## config.mk

```make
export PLATFORM = sky130hd
export DESIGN_NAME = keypad_scanner_flat
export DESIGN_NICKNAME = d
export VERILOG_FILES = /design/src/rtl/keypad_scanner_if.sv /design/src/rtl/keypad_scanner.sv /design/src/flat_wrapper.sv
export SDC_FILE = /design/constraint.sdc
export NUM_CORES = 1
export LEC_CHECK = 0
export BUFFER_PORTS_ARGS = -buffer_cell sky130_fd_sc_hd__buf_2
export CAP_MARGIN = 25
export CORE_ASPECT_RATIO = 0.5
export CORE_MARGIN = 2
export CORE_UTILIZATION = 50
export CTS_CLUSTER_SIZE = 25
export DETAILED_ROUTE_END_ITERATION = 8
export HOLD_SLACK_MARGIN = 0.12
export PLACE_DENSITY_LB_ADDON = 0.2
export SYNTH_ARGS = -nofsm -noshare
export SYNTH_HDL_FRONTEND = slang
export SYNTH_SLANG_ARGS = --single-unit
```

## constraint.sdc

```tcl
create_clock -name clk -period 1.7 [get_ports clk]
set_input_delay 0.085 -clock clk [delete_from_list [all_inputs] [get_ports clk]]
set_output_delay 0.085 -clock clk [all_outputs]
set_load 0.01 [all_outputs]
```

## src/rtl/keypad_scanner_if.sv

```systemverilog
// Key event bus from the keypad scanner to the password-lock input logic.
// The scanner drives it through the master modport; consumers use the slave modport.
interface keypad_scanner_if;
    logic       keyboard_en;
    logic [3:0] keyboard_num;
    logic       key_held;

    modport master (output keyboard_en, output keyboard_num, output key_held);
    modport slave  (input  keyboard_en, input  keyboard_num, input  key_held);
endinterface

```

## src/rtl/keypad_scanner.sv

```systemverilog
// 4x4 matrix keypad scanner: column drive, row sync, press/release debounce, one pulse per key.
// Define KEYPAD_REPEAT_EN to enable auto-repeat pulses while a key is held.
module keypad_scanner #(
    parameter int SCAN_DIV     = 16,
    parameter int DEBOUNCE_CNT = 4,
    parameter int REPEAT_DELAY = 64,
    parameter int REPEAT_RATE  = 16
) (
    input  logic              clk,
    input  logic              reset,
    input  logic [3:0]        row_n,
    output logic [3:0]        col_n,
    keypad_scanner_if.master  kb
);

    localparam int TW = (SCAN_DIV > 1) ? $clog2(SCAN_DIV) : 1;
    localparam int DW = $clog2(DEBOUNCE_CNT + 1);
    localparam logic [TW-1:0] TICK_LAST = TW'(SCAN_DIV - 1);
    localparam logic [DW-1:0] DEB_MAX   = DW'(DEBOUNCE_CNT);

    typedef enum logic [1:0] {SCAN, DEBOUNCE, HELD} state_t;

    state_t        state, state_nxt;
    logic [TW-1:0] tick_cnt;
    logic          tick;
    logic [3:0]    row_meta, row_sync;
    logic [1:0]    col_idx, col_nxt;
    logic [3:0]    code, code_nxt;
    logic [DW-1:0] deb_cnt, deb_nxt, deb_inc;
    logic [DW-1:0] rel_cnt, rel_nxt, rel_inc;
    logic          en_q, en_nxt;
    logic [3:0]    num_q, num_nxt;
    logic          any_low;
    logic [1:0]    low_row;
    logic          row_still_low;

`ifdef KEYPAD_REPEAT_EN
    localparam int RW = $clog2(REPEAT_DELAY + 1);
    localparam logic [RW-1:0] REP_FIRST  = RW'(REPEAT_DELAY);
    localparam logic [RW-1:0] REP_RELOAD = RW'(REPEAT_DELAY - REPEAT_RATE);
    logic [RW-1:0] rep_cnt, rep_nxt, rep_inc;
    assign rep_inc = rep_cnt + RW'(1);
`else
    logic unused_repeat_cfg;
    assign unused_repeat_cfg = (REPEAT_DELAY > 0) && (REPEAT_RATE > 0);
`endif

    assign tick = (tick_cnt == TICK_LAST);

    always_ff @(posedge clk) begin
        if (reset) begin
            tick_cnt <= '0;
            row_meta <= 4'hF;
            row_sync <= 4'hF;
        end else begin
            tick_cnt <= tick ? '0 : tick_cnt + TW'(1);
            row_meta <= row_n;
            row_sync <= row_meta;
        end
    end

    // Lowest active row wins when several rows are pulled low at once.
    always_comb begin
        low_row = 2'd0;
        any_low = 1'b0;
        for (int r = 3; r >= 0; r--) begin
            if (!row_sync[r]) begin
                low_row = 2'(r);
                any_low = 1'b1;
            end
        end
    end

    assign row_still_low = !row_sync[code[3:2]];
    assign deb_inc = (deb_cnt == DEB_MAX) ? DEB_MAX : deb_cnt + DW'(1);
    assign rel_inc = (rel_cnt == DEB_MAX) ? DEB_MAX : rel_cnt + DW'(1);

    always_comb begin
        state_nxt = state;
        col_nxt   = col_idx;
        code_nxt  = code;
        deb_nxt   = deb_cnt;
        rel_nxt   = rel_cnt;
        en_nxt    = 1'b0;
        num_nxt   = num_q;
`ifdef KEYPAD_REPEAT_EN
        rep_nxt   = rep_cnt;
`endif
        case (state)
            SCAN: begin
                if (tick) begin
                    if (any_low) begin
                        code_nxt  = {low_row, col_idx};
                        deb_nxt   = DW'(1);
                        state_nxt = DEBOUNCE;
                    end else begin
                        col_nxt = col_idx + 2'd1;
                    end
                end
            end
            DEBOUNCE: begin
                if (tick) begin
                    if (row_still_low) begin
                        if (deb_inc == DEB_MAX) begin
                            en_nxt    = 1'b1;
                            num_nxt   = code;
                            deb_nxt   = '0;
                            rel_nxt   = '0;
                            state_nxt = HELD;
`ifdef KEYPAD_REPEAT_EN
                            rep_nxt   = '0;
`endif
                        end else begin
                            deb_nxt = deb_inc;
                        end
                    end else begin
                        deb_nxt   = '0;
                        col_nxt   = col_idx + 2'd1;
                        state_nxt = SCAN;
                    end
                end
            end
            HELD: begin
                // Any low row in the frozen column, even a different one, keeps the key held.
                if (tick) begin
                    if (any_low) begin
                        rel_nxt = '0;
`ifdef KEYPAD_REPEAT_EN
                        if (rep_inc == REP_FIRST) begin
                            en_nxt  = 1'b1;
                            num_nxt = code;
                            rep_nxt = REP_RELOAD;
                        end else begin
                            rep_nxt = rep_inc;
                        end
`endif
                    end else begin
`ifdef KEYPAD_REPEAT_EN
                        rep_nxt = '0;
`endif
                        if (rel_inc == DEB_MAX) begin
                            rel_nxt   = '0;
                            state_nxt = SCAN;
                        end else begin
                            rel_nxt = rel_inc;
                        end
                    end
                end
            end
            default: begin
                state_nxt = SCAN;
            end
        endcase
    end

    always_ff @(posedge clk) begin
        if (reset) begin
            state   <= SCAN;
            col_idx <= 2'd0;
            code    <= 4'd0;
            deb_cnt <= '0;
            rel_cnt <= '0;
            en_q    <= 1'b0;
            num_q   <= 4'd0;
`ifdef KEYPAD_REPEAT_EN
            rep_cnt <= '0;
`endif
        end else begin
            state   <= state_nxt;
            col_idx <= col_nxt;
            code    <= code_nxt;
            deb_cnt <= deb_nxt;
            rel_cnt <= rel_nxt;
            en_q    <= en_nxt;
            num_q   <= num_nxt;
`ifdef KEYPAD_REPEAT_EN
            rep_cnt <= rep_nxt;
`endif
        end
    end

    assign col_n           = ~(4'b0001 << col_idx);
    assign kb.keyboard_en  = en_q;
    assign kb.keyboard_num = num_q;
    assign kb.key_held     = (state == HELD);

endmodule
```

## src/flat_wrapper.sv

```systemverilog
// flat-port wrapper written by rule: the top's interface ports become plain ports
module keypad_scanner_flat 
#(
    parameter int SCAN_DIV     = 16,
    parameter int DEBOUNCE_CNT = 4,
    parameter int REPEAT_DELAY = 64,
    parameter int REPEAT_RATE  = 16
)
  (clk, reset, row_n, col_n, kb_keyboard_en, kb_keyboard_num, kb_key_held);
  keypad_scanner_if kb_i ();
  input  logic clk;
  input  logic reset;
  input  logic [3:0] row_n;
  output logic [3:0] col_n;
  output wire logic [$bits(kb_i.keyboard_en)-1:0] kb_keyboard_en;
  output wire logic [$bits(kb_i.keyboard_num)-1:0] kb_keyboard_num;
  output wire logic [$bits(kb_i.key_held)-1:0] kb_key_held;
  assign kb_keyboard_en = kb_i.keyboard_en;
  assign kb_keyboard_num = kb_i.keyboard_num;
  assign kb_key_held = kb_i.key_held;
  keypad_scanner #(.SCAN_DIV(SCAN_DIV), .DEBOUNCE_CNT(DEBOUNCE_CNT), .REPEAT_DELAY(REPEAT_DELAY), .REPEAT_RATE(REPEAT_RATE)) u_core (.clk(clk), .reset(reset), .row_n(row_n), .col_n(col_n), .kb(kb_i));
endmodule
```

; ---- After elaboration in Yosys (flattened, before gate mapping)
; Index checks and enable logic that the tools add are counted.
; W data, S select, Z words.
[totals]
register_bits = 31
[op_classes]
add_sub_neg = 4
order_cmp = 1
n_eq_ne = 18
shifts = 1
mux = 40
n_bitwise = 4
reduce_logical = 11
[ops]
columns = operator, n
row1 = $mux W3, 13
row2 = $mux W2, 16
row3 = $ne A2 B1 Y1 const B, 7
row4 = $eq A3 B3 Y1 const B, 4
row5 = $pmux W3 S2, 2
row6 = $reduce_and A5 Y1, 2
row7 = $reduce_and A4 Y1, 2
row8 = $reduce_and A7 Y1, 1
row9 = $add A3 B1 Y3 const B, 2
row10 = $mux W1, 6
row11 = $ne A2 B2 Y1 const B, 3
row12 = $pmux W2 S3, 1
row13 = $add A4 B1 Y4 const B, 1
row14 = $eq A4 B4 Y1 const B, 1
row15 = $not A4 Y4, 1
row16 = $pmux W2 S2, 1
row17 = $reduce_bool A2 Y1, 2
row18 = $reduce_or A4 Y1, 1
row19 = $shl A1 B2 Y4 const A, 1
row20 = $lt A2 B3 Y1 const B, 1
row21 = $ne A3 B1 Y1 const B, 1
row22 = $not A1 Y1, 3
row23 = $reduce_and A3 Y1, 1
row24 = $add A2 B1 Y2 const B, 1
row25 = 5 further kinds, 5

; ---- Depth between registers and ports, before layout
[logic_depth]
depth_word = 7
ltp_mapped = 8
depth_no_buf = 7

; ---- Least setup slack after synthesis
; OpenSTA, ideal clock, no wires.
[synth_path]
path_kind = register to register
start = register u_core.code[2]
end = register u_core.num_q[0] (netlist: u_core.kb.keyboard_num[0])
setup_ps = 128
arrival_time_ps = 1670
required_ps = 1572
path_slack_ps = -98
stages_incl_launch_ff = 7
synth_period_minus_slack_ps = 1798
path_cell_list = dfxtp_1 mux4_2 nand2b_4 buf_6 nor4_4 mux2i_1 nor2_1
[synth_via]
elab_chain_len = 4
[synth_rtl]
columns = item, line
row1 = from (decl), keypad_scanner.sv:28  ; logic [3:0] code, code_nxt;
row2 = from (signal assigned), keypad_scanner.sv:171  ; code <= code_nxt;
row3 = $bmux W1 S2, keypad_scanner.sv:74  ; assign row_still_low = !row_sync[code[3:2]];
row4 = $mux W1 (not written as such), keypad_scanner.sv:74
row5 = $not A1 Y1 (no line), --
row6 = $reduce_and A4 Y1 (no line), --
row7 = to (signal assigned), keypad_scanner.sv:175  ; num_q <= num_nxt;
row8 = to (decl), keypad_scanner.sv:32  ; logic [3:0] num_q, num_nxt;
; No other way between the ends. The select of a mux whose other input is x is not followed.
; A chain may end at the register's enable or synchronous reset.

; ---- Worst setup path after layout
[layout_path]
start = register u_core.code[2]
end = register u_core.rel_cnt[1]
[layout_via]
elab_chain_len = 4
[layout_rtl]
columns = item, line
row1 = $bmux W1 S2, keypad_scanner.sv:74
row2 = $mux W1 (not written as such), keypad_scanner.sv:74
row3 = $ne A2 B2 Y1 (no line), --
row4 = $reduce_and A5 Y1 (no line), --
row5 = to (signal assigned), keypad_scanner.sv:173  ; rel_cnt <= rel_nxt;
row6 = to (decl), keypad_scanner.sv:30  ; logic [DW-1:0] rel_cnt, rel_nxt, rel_inc;
; No other way between the ends. The select of a mux whose other input is x is not followed.

==> impl_metrics.prom <==
# TYPE chip_impl_metric gauge
chip_impl_metric{name="max_cap_viol_count",unit=""} 0
chip_impl_info{name="reg2reg_from",value="u_core.code[2]"} 1
chip_impl_info{name="crit_path_start_kind",value="flop"} 1
chip_impl_metric{name="numPortBuffers",unit=""} 15
chip_impl_metric{name="critical_path_required",unit="ns"} 1.87
chip_impl_info{name="crit_path_start",value="u_core.code[2]"} 1
chip_impl_info{name="crit_path_cell_chain",value="mux4_2 -> buf_4 -> nor4_4 -> o21ai_2 -> a32o_1"} 1
chip_impl_info{name="cts_tree",value="built"} 1
chip_impl_metric{name="power_density",unit="nW/um^2"} 792
chip_impl_info{name="dominant_combinational_cell_family_by_area_after_synthesis",value="simple AND/OR/NAND/NOR gates"} 1
chip_impl_metric{name="hpwlAfterDp",unit="um"} 2210
chip_impl_metric{name="cts.reportedPaths.clkPinSlew",unit="ns"} 0.07
chip_impl_metric{name="drt_first_pass_iters",unit=""} 4
chip_impl_metric{name="route.detailed.drc",unit=""} 0
chip_impl_metric{name="worst_path_largest_cell_delay",unit="ns"} 0.54
chip_impl_metric{name="initial_core_util",unit=""} 0.550
chip_impl_metric{name="totalNegativeSetupSlack",unit="ns"} -0.326
chip_impl_metric{name="final_global_route_overflow_total",unit=""} 0
chip_impl_metric{name="grt_use_total",unit=""} 0.195
chip_impl_metric{name="synthAdderAreaFrac",unit=""} 0.101
chip_impl_metric{name="final.hold.worst_slack",unit="ns"} 0.123
chip_impl_metric{name="ctsHtreeMaxLevel",unit=""} 2
chip_impl_metric{name="synth-warning-count",unit=""} 0
chip_impl_metric{name="synth.net_count",unit=""} 178
chip_impl_metric{name="grt_start_max_net_pins",unit=""} 20
chip_impl_metric{name="antenna_found_initial",unit=""} 0
chip_impl_metric{name="fmaxAchievable",unit="GHz"} 0.542
chip_impl_metric{name="number_of_global_route_vias_before_repair",unit=""} 1124
chip_impl_metric{name="share_of_post_route_cells_with_drive_strength_above_1",unit=""} 0.373
chip_impl_metric{name="antenna_cells",unit=""} 0
chip_impl_metric{name="ctsLongestPathBuffers",unit=""} 2
chip_impl_metric{name="finish.instance_area",unit="um^2"} 2000
chip_impl_metric{name="synth_sequential_area_ratio",unit=""} 0.416
chip_impl_metric{name="synth_top_cell_area_share",unit=""} 0.416
chip_impl_metric{name="synth_simple_gate_area_share",unit=""} 0.188
chip_impl_metric{name="timing.final.setup_violations",unit=""} 7
chip_impl_metric{name="report.final.slew_viol_count",unit=""} 0
chip_impl_info{name="synth_area_leader_cell",value="sky130_fd_sc_hd__dfxtp_1"} 1
chip_impl_info{name="capturing_element_type_of_the_critical_path",value="flop"} 1
chip_impl_metric{name="fillCellCount",unit=""} 190
chip_impl_metric{name="fin_ws",unit="ns"} -0.146
chip_impl_metric{name="synth_xor_area_frac",unit=""} 0.0176
chip_impl_info{name="timing.hold.worst.class",value="in2reg"} 1
chip_impl_metric{name="postPlaceCellArea",unit="um^2"} 1720
chip_impl_metric{name="syn_area",unit="um^2"} 1490
chip_impl_info{name="grt_setup_unrepaired",value="yes"} 1
chip_impl_metric{name="globalplace.congestion",unit=""} 0.887
chip_impl_metric{name="maxSlewHeadroom",unit=""} 0.788
chip_impl_metric{name="route.antenna.remaining_nets",unit=""} 0
chip_impl_metric{name="syn2layout_area_growth",unit="%"} 34.1
chip_impl_metric{name="final.min_clock_period",unit="ns"} 1.85
chip_impl_metric{name="period_share",unit=""} 1.09
chip_impl_metric{name="tightestPinTransition",unit="ns"} 0.316
chip_impl_info{name="hold_path.startpoint",value="reset"} 1
chip_impl_metric{name="drt_first_iter_violations",unit=""} 43
chip_impl_metric{name="wire_length_of_the_first_global_routing_pass",unit="um"} 4950
chip_impl_info{name="critPathKind",value="reg2reg"} 1
chip_impl_metric{name="worst_ir_drop_vdd",unit="V"} 0.000530
chip_impl_metric{name="synthArstFlopShare",unit=""} 0
chip_impl_metric{name="drt-total-wl",unit="um"} 3290
chip_impl_metric{name="yosys_register_bits",unit=""} 31
chip_impl_info{name="ys_dominant_reg_cell",value="sky130_fd_sc_hd__dfxtp_1"} 1
chip_impl_metric{name="synth-edff-count",unit=""} 0
chip_impl_metric{name="synthesis.area_per_instance",unit="um^2"} 9.33
chip_impl_metric{name="power_leakage",unit="uW"} 0.000832
chip_impl_metric{name="syn-instance-count",unit=""} 160
chip_impl_metric{name="routed_wire_length_per_instance",unit="um"} 13.8
chip_impl_metric{name="synth-compound-area-share",unit=""} 0.135
chip_impl_metric{name="core-area",unit="um^2"} 2720
chip_impl_metric{name="clkLatencyLatePin",unit="ns"} 0.28
chip_impl_metric{name="boundaryPins",unit=""} 16
chip_impl_info{name="violations",value="negative setup slack"} 1
chip_impl_metric{name="finalHoldViolCount",unit=""} 0
chip_impl_metric{name="tritoncts_num_sinks",unit=""} 31
chip_impl_info{name="synth_top_cells_by_area",value="sky130_fd_sc_hd__dfxtp_1 42%, sky130_fd_sc_hd__ha_1 10%, sky130_fd_sc_hd__mux2i_1 6.0%"} 1
chip_impl_metric{name="timing.critical_path.fanout_max",unit=""} 3
chip_impl_metric{name="die_y",unit="um"} 42.6
chip_impl_metric{name="arrival",unit="ns"} 2.02
chip_impl_metric{name="chipWidth",unit="um"} 81.3
chip_impl_info{name="mostFrequentLayoutCell",value="sky130_fd_sc_hd__dfxtp_1"} 1
chip_impl_info{name="timing.critical_path.slowest_stage_cell",value="sky130_fd_sc_hd__mux4_2"} 1
chip_impl_info{name="run_status",value="finished, violations left"} 1
chip_impl_metric{name="nets",unit=""} 218
chip_impl_metric{name="tritoncts.num_buffers",unit=""} 5
chip_impl_metric{name="die-area",unit="um^2"} 3460
chip_impl_metric{name="rows",unit=""} 13
chip_impl_metric{name="synth.mux.area_fraction",unit=""} 0.0830
chip_impl_info{name="final_cell_mix",value="27 x sky130_fd_sc_hd__dfxtp_1, 20 x sky130_fd_sc_hd__buf_4, 17 x sky130_fd_sc_hd__nor2_1"} 1
chip_impl_metric{name="routed-via-count",unit=""} 1277
chip_impl_metric{name="detail_routed_via_count_per_cell",unit=""} 5.37
chip_impl_metric{name="pre_cts_slack",unit="ns"} -0.0842
chip_impl_metric{name="skew",unit="ns"} 0.00249
chip_impl_info{name="cts-root-buf",value="sky130_fd_sc_hd__clkbuf_8"} 1
chip_impl_metric{name="netlist-cell-type-count",unit=""} 40
[worst max-delay path, delay by kind of cell (launching register included)]
family | cells | cell delay, ns
multiplexers | 1 | 0.54
AO/OA/AOI/OAI | 2 | 0.40
buffers and inverters | 1 | 0.17
AND/OR/NAND/NOR | 1 | 0.29
flip-flops | 1 | 0.34
[metal layers]
metal	wire length, um	vias up	global-route usage
met4	31	0	0.0780
met5	0	-	0
li1	-	636	-
met2	1490	36	0.285
met1	1580	601	0.260
met3	186	4	0.0711
[cells in the mapped netlist (2+ instances only)]
| cell type | instances |
|---|---|
| sky130_fd_sc_hd__dfxtp_1 | 31 |
| sky130_fd_sc_hd__nand3_1 | 3 |
| sky130_fd_sc_hd__a31oi_1 | 2 |
| sky130_fd_sc_hd__o2111ai_1 | 2 |
| sky130_fd_sc_hd__mux2i_1 | 9 |
| sky130_fd_sc_hd__nand4_1 | 2 |
| sky130_fd_sc_hd__nor2b_1 | 2 |
| sky130_fd_sc_hd__inv_1 | 16 |
| sky130_fd_sc_hd__or2_2 | 8 |
| sky130_fd_sc_hd__clkbuf_1 | 5 |
| sky130_fd_sc_hd__a21oi_1 | 9 |
| sky130_fd_sc_hd__nor2_1 | 17 |
| sky130_fd_sc_hd__and3_1 | 3 |
| sky130_fd_sc_hd__o31ai_1 | 2 |
| sky130_fd_sc_hd__o21ai_0 | 5 |
| sky130_fd_sc_hd__ha_1 | 12 |
| sky130_fd_sc_hd__nand2_1 | 8 |
| sky130_fd_sc_hd__xnor2_1 | 2 |
[power by group]
part	internal, uW	total (uW)	switching [uW]
registers	741	750	8.44
clock network	474	757	283
logic	40.5	79.3	38.8
total	1260	1590	330
[worst paths after layout]
kind	end	slack, ns	depth (start not counted)
setup / recovery	u_core.rel_cnt[1]	-0.15	5
hold / removal	u_core.row_meta[0]	0.12	2
setup reg to reg	u_core.rel_cnt[1]	-0.15	5
hold reg to reg	u_core.row_sync[3]	0.42	1
[final cells by class]
class / count / area (um^2) / area share
Clock buffer: 6 / 82.6 / 0.0413
Sequential cell: 31 / 626 / 0.313
Inverter: 16 / 60.1 / 0.0300
Clock inverter: 2 / 35.0 / 0.0175
Tap cell: 37 / 46.3 / 0.0231
Multi-Input combinational cell: 107 / 887 / 0.443
Timing Repair Buffer: 39 / 265 / 0.132
[flip-flops by register name (all words and copies together) (netlist names)]
| register | flops |
|---|---|
| u_core.code | 4 |
| u_core.col_idx | 2 |
| u_core.deb_cnt | 3 |
| u_core.kb.keyboard_en | 1 |
| u_core.kb.keyboard_num | 4 |
| u_core.rel_cnt | 3 |
| u_core.row_meta | 4 |
| u_core.row_sync | 4 |
| u_core.state | 2 |
| u_core.tick_cnt | 4 |
[cell families (layout without fill, tap and decap cells)]
logic type	count (synthesis)	after routing
muxes	11	11
AOI/OAI and AO/OA	30	30
DFF	31	31
and+or+nand+nor	51	51
xor gates and xnor gates	3	3
adders and majority gates	12	12
buffers and inverters	22	63
[stage by stage]
step / cells / util / total power (uW)
3_5_place_dp: 224 / 0.633 / 832
6_report: 238 / 0.737 / 1590
4_1_cts: 236 / 0.698 / 1590
2_1_floorplan: 160 / - / 805
3_3_place_gp: 224 / 0.633 / 830
5_1_grt: 238 / 0.737 / 1630
[repair_timing]
item,4_1_cts,5_1_grt
endpoints found under the setup margin,7,12
hold buffers,4,0
hold endpoints to repair,4,0
pin swaps,2,3
resized for setup,3,19
buffers inserted,0,2
(Power assumes the default switching activity.)
